File: src/rtl/pdua.sv
`default_nettype none
// ============================================================================
//  Module      : pdua
//  Description : Accumulator datapath for a small teaching processor.
//                It holds the register bank, the ALU with a post-shifter,
//                the flag register, MAR/MDR/IR and the internal memory.
//  Revision    : 1.0 - initial release
// ============================================================================
module pdua #(
    parameter int MAX_WIDTH  = 8,
    parameter int ADDR_WIDTH = 3
) (
    input  logic                  clk,
    input  logic                  rst,
    input  logic                  wr_rdn,
    input  logic                  enaf,
    input  logic [2:0]            selop,
    input  logic [1:0]            shamt,
    output logic                  C,
    output logic                  N,
    output logic                  P,
    output logic                  Z,
    input  logic                  bank_wr_en,
    input  logic [ADDR_WIDTH-1:0] BusB_addr,
    input  logic [ADDR_WIDTH-1:0] BusC_addr,
    input  logic                  sclr,
    input  logic                  ir_en,
    input  logic                  mar_en,
    input  logic                  mdr_en,
    input  logic                  mdr_alu_n,
    output logic [4:0]            out_IR
);

    localparam int                 c_NREG = 2 ** ADDR_WIDTH;
    localparam int                 c_MEMW = 2 ** MAX_WIDTH;
    localparam int                 c_ACC  = 7;
    localparam logic [MAX_WIDTH:0] c_ONE  = (MAX_WIDTH + 1)'(1);

    logic [MAX_WIDTH-1:0] r_bank [c_NREG];
    logic [MAX_WIDTH-1:0] r_mem  [c_MEMW];
    logic [MAX_WIDTH-1:0] r_mar;
    logic [MAX_WIDTH-1:0] r_mdr;
    logic [4:0]           r_ir;
    logic                 r_c;
    logic                 r_n;
    logic                 r_p;
    logic                 r_z;

    logic [MAX_WIDTH-1:0] w_busa;
    logic [MAX_WIDTH-1:0] w_busb;
    logic [MAX_WIDTH-1:0] w_busc;
    logic [MAX_WIDTH-1:0] w_y;
    logic [MAX_WIDTH-1:0] w_mem_rd;
    logic [MAX_WIDTH:0]   w_ext;
    logic                 w_carry;

    assign w_busa   = r_bank[c_ACC];
    assign w_busb   = mdr_alu_n ? r_mdr : r_bank[BusB_addr];
    assign w_mem_rd = r_mem[r_mar];

    // Every op is computed one bit wider; logic ops leave the top bit 0,
    // so the carry is simply the extension bit.
    always_comb begin
        w_ext = '0;
        case (selop)
            3'b000:  w_ext = {1'b0, w_busb};
            3'b001:  w_ext = {1'b0, w_busa & w_busb};
            3'b010:  w_ext = {1'b0, w_busa | w_busb};
            3'b011:  w_ext = {1'b0, w_busa ^ w_busb};
            3'b100:  w_ext = {1'b0, ~w_busb};
            3'b101:  w_ext = {1'b0, w_busa} + {1'b0, w_busb};
            3'b110:  w_ext = {1'b0, w_busb} + c_ONE;
            default: w_ext = {1'b0, w_busa} + {1'b0, ~w_busb} + c_ONE;
        endcase
    end

    assign w_y     = w_ext[MAX_WIDTH-1:0];
    assign w_carry = w_ext[MAX_WIDTH];

    always_comb begin
        w_busc = w_y;
        case (shamt)
            2'b01:   w_busc = {w_y[MAX_WIDTH-2:0], 1'b0};
            2'b10:   w_busc = {1'b0, w_y[MAX_WIDTH-1:1]};
            2'b11:   w_busc = {w_y[0], w_y[MAX_WIDTH-1:1]};
            default: w_busc = w_y;
        endcase
    end

    // Bank reset leaves PC=1 so execution starts past address 0.
    always_ff @(posedge clk) begin
        if (rst) begin
            for (int i = 0; i < c_NREG; i++) begin
                r_bank[i] <= (i == 0) ? MAX_WIDTH'(1) : MAX_WIDTH'(i);
            end
        end else if (bank_wr_en && !sclr) begin
            r_bank[BusC_addr] <= w_busc;
        end
    end

    always_ff @(posedge clk) begin
        if (!rst && !sclr && wr_rdn) begin
            r_mem[r_mar] <= r_mdr;
        end
    end

    always_ff @(posedge clk) begin
        if (rst || sclr) begin
            r_mar <= '0;
            r_mdr <= '0;
            r_ir  <= '0;
            r_c   <= 1'b0;
            r_n   <= 1'b0;
            r_p   <= 1'b0;
            r_z   <= 1'b0;
        end else begin
            if (mar_en) r_mar <= w_busc;
            if (mdr_en) r_mdr <= wr_rdn ? w_busc : w_mem_rd;
            if (ir_en)  r_ir  <= w_mem_rd[MAX_WIDTH-1 -: 5];
            if (enaf) begin
                r_c <= w_carry;
                r_n <= w_busc[MAX_WIDTH-1];
                r_p <= ~^w_busc;
                r_z <= (w_busc == '0);
            end
        end
    end

    assign C      = r_c;
    assign N      = r_n;
    assign P      = r_p;
    assign Z      = r_z;
    assign out_IR = r_ir;

endmodule
`default_nettype wire

File: config.mk
export PLATFORM = sky130hd
export DESIGN_NAME = pdua
export DESIGN_NICKNAME = d
export VERILOG_FILES = /design/src/rtl/pdua.sv
export SDC_FILE = /design/constraint.sdc
export NUM_CORES = 2
export LEC_CHECK = 0
export ABC_AREA = 1
export CELL_PAD_IN_SITES_DETAIL_PLACEMENT = 1
export CELL_PAD_IN_SITES_GLOBAL_PLACEMENT = 1
export CORE_ASPECT_RATIO = 1.4
export CORE_MARGIN = 2
export CORE_UTILIZATION = 30
export CTS_BUF_LIST = sky130_fd_sc_hd__clkbuf_16
export CTS_CLUSTER_DIAMETER = 80
export CTS_CLUSTER_SIZE = 10
export DETAILED_ROUTE_END_ITERATION = 10
export PLACE_DENSITY_LB_ADDON = 0.1
export SYNTH_ARGS = -nofsm -noshare
export SYNTH_HDL_FRONTEND = slang
export SYNTH_SLANG_ARGS = --single-unit
export TNS_END_PERCENT = 100
File: constraint.sdc
create_clock -name clk -period 6.5 [get_ports clk]
set_input_delay 0.975 -clock clk [delete_from_list [all_inputs] [get_ports clk]]
set_output_delay 0.975 -clock clk [all_outputs]
set_load 0.01 [all_outputs]
==> flow_summary.toml <==
[power_and_ir_drop]
peakVddDrop_mv = 0.207
cellPowerDensity_nw_per_um2 = 295
p_leak_nw = 34.7

[finish]
drive_gt1_share_pct = 5.64
syn_to_final_growth_pct = 11.5
nNetsFinal = 7663
num-fill-cells = 31700
post-route-util_pct = 33.6

[cts]
path_clk_slew_ns = 0.06
hold_buffers = 0
cts_made_buffers = 241
cts_root_buffer = "clkbuf_16"
clkLatencyLatePin_ns = 0.91
post_cts.repair.setup_buffers = 0
clockBufferDepth = 4
cts_resized = 0
cts.sinks = 2145
cts_tree = "built"
htreeDepth = 4

[route]
drt-initial-drc-count = 3743
via_per_inst = 5.04
vias = 58400
ant_nets = 0
drc_errors = 0
wirelength_mm = 312
first_pass_iters = 7
wl_per_cell_um = 26.9

[synth]
ys_warn_count = 0
synth.area.top_cells = "edfxtp_1 71%, nand3_1 11%, nand2_1 9.1%"
synth_area_sq_um = 89200
syn_area_per_cell_sq_um = 11.6
yosys.area.top_type_share_pct = 71.1
yosysSeqAreaShare_pct = 71.8
synth_nets = 7775
synth_top_area_cell = "edfxtp_1"
ys_seq_elements = 2145
ys_types = 38
post_synth_inst_count = 7716

[critical_path]
critical-path-max-stage-delay_ns = 0.84
r2r_cells = 14
path_depth = 14
cp.required_ns = 7.27
path_class = "flip-flop to flip-flop"
cp_top_family = "simple AND/OR/NAND/NOR gates"
cp.buffers_inverters = 2
crit_path_frequent_cell = "nand3_1"
critPathLaunchType = "flip-flop"
critical_path.endpoint_type = "flip-flop"
crit_fanout = 168
slowest_stage = "dfxtp_4"
path_cells = "inv_16, buf_12, nand2_1, nand3_1, nand3_1, nand3_1, nand3_1, nand3_1, nand3_1, nand3_1, nand2_1, nand2_1, nand3_1, a21oi_1"
worstPathArrival_ns = 5.70

[run_status]
violations = "slew limit"
outcome = "finished with violations"

[timing]
fin_setup_tns_ns = 0
slew_viol_final = 69
skew_ns = 0.0554
grt_setup_unrepaired = "no"
fmaxAchievable_ghz = 0.203
worst_slack_ns = 1.58
finalCriticalPeriod_ns = 4.92
finalSetupViolations = 0
worst_slew_pin_slew_ns = 1.56
hold_violations = 0
finalCritPeriodShare_pct = 75.7
maxSlewHeadroom_pct = -3.91

[placement]
dp_slack_ns = 0.993
gp_congestion = 0.820
hpwlAfterDp_mm = 185
port_buffers = 29

[global_routing]
grt_pass1_wl_mm = 452
antenna_found_initial = 6
first_global_vias = 61900
grt.total_usage_pct = 20.3
grt.overflow.total = 0
grt_max_degree = 169

[job]
maxCapViolations = 0

[hold_path]
hold_depth = 2
hold_path.class = "flip-flop to flip-flop"

[floorplan]
die_h_um = 649
dieArea_sq_um = 302000
core_area_sq_um = 296000
rows = 236
initial_utilization_pct = 30.2
ios = 30
die_w_um = 465
-- worst paths after layout --
path | start | endpoint | slack, ns
setup / recovery | flip-flop | r_mdr[5] | 1.58
hold / removal | out_IR[1] | out_IR[1] | 0.53
setup reg to reg | flip-flop | r_mdr[5] | 1.58
hold reg to reg | out_IR[1] | out_IR[1] | 0.53
-- synth_stat cells --
cell,number
nand2_1,2166
edfxtp_1,2112
nand3_1,1977
nor2_1,406
buf_2,231
inv_1,178
o21ai_0,139
clkbuf_1,124
a21oi_1,54
buf_1,50
buf_4,48
buf_6,45
o22ai_1,43
ha_1,36
dfxtp_1,33
nand4_1,11
inv_2,9
nand2_2,6
nand3_2,6
nor3_1,6
o211ai_1,5
xnor2_1,4
inv_4,3
nand3b_1,3
o21ai_1,3
a211oi_1,2
a31oi_1,2
buf_8,2
fa_1,2
xor2_1,2
clkbuf_2,1
clkinv_1,1
nor2_2,1
nor2_4,1
nor3_2,1
o211a_1,1
o21a_1,1
o21bai_1,1
-- flip-flops by register name, indices dropped and copies added (netlist names), named ones only --
signal	cells
r_mem	2048
r_bank	64
r_mar	8
r_mdr	8
out_IR	5
C	1
N	1
P	1
Z	1
-- worst register-to-register path, stage by stage, from the launching register on --
cell and delay, ns:
dfxtp_4 0.84, inv_16 0.25, buf_12 1.26, nand2_1 0.14, nand3_1 0.10, nand3_1 0.17
nand3_1 0.19, nand3_1 0.27, nand3_1 0.17, nand3_1 0.33, nand3_1 0.44, nand2_1 0.37
nand2_1 0.11, nand3_1 0.08, a21oi_1 0.07
-- routing by layer --
layer	track usage (%)	vias up	share of wire [%]
met2	36.0	909	51
met5	0	-	0
li1	-	26900	-
met4	6.06	0	3.1
met3	2.04	417	2.7
met1	26.0	30200	43
-- cell families (layout without fill, tap and decap cells) --
logic type               Yosys count  in the layout  share of synthesized area (%)
other                              0              2                              0
XOR/XNOR                           6              6                         0.0589
flip-flops                      2145           2145                           71.8
AO/OA/AOI/OAI                    251            251                           1.50
AND/OR/NAND/NOR                 4584           4584                           22.2
buffers and inverters            692            624                           3.85
adder cells (fa/ha/maj)           38             38                          0.550
-- metrics by stage --
step                      hold WS [ns]  total power (W)  instance area [sq um]  instances
final                            0.528           0.0293                  99400      11600
after global routing             0.571           0.0302                  99400      11600
after CTS                        0.533           0.0297                  99400      11600
after detailed placement         0.522           0.0176                  93100      11300
after global placement           0.513           0.0176                  93000      11300
after floorplan                  0.516           0.0167                  89200       7716
-- cell usage in the layout, fill, tap and decap left out, types with 3 or more instances in the layout --
master,instances
a21oi_1,54
buf_12,27
buf_4,89
clkbuf_16,247
clkdlybuf4s50_1,29
dfxtp_1,19
dfxtp_4,13
edfxtp_1,2112
ha_1,36
inv_1,212
inv_2,8
inv_6,4
nand2_1,2150
nand2_2,22
nand3_1,1977
nand3_2,6
nand3b_1,3
nand4_1,11
nor2_1,402
nor2_2,5
nor3_1,6
o211ai_1,5
o21ai_0,137
o21ai_1,5
o22ai_1,43
xnor2_1,4
-- layout make-up --
cell class	instances	area (sq um)	area share [%]
Sequential cell	2145	64100	64.5
Multi-Input combinational cell	4879	21700	21.9
Clock buffer	247	6180	6.22
Tap cell	3927	4910	4.94
Timing Repair Buffer	146	1510	1.52
Inverter	191	766	0.770
Clock inverter	40	170	0.171
Antenna cell	2	5.00	0.00503
-- report_power, final --
| part | switching (W) | internal [W] | total [W] |
|---|---|---|---|
| combinational | 0.00151 | 0.000450 | 0.00196 |
| sequential | 0.000106 | 0.0152 | 0.0153 |
| clock | 0.00540 | 0.00663 | 0.0120 |
| total | 0.00702 | 0.0223 | 0.0293 |
Power figures use the tool's default switching activity.
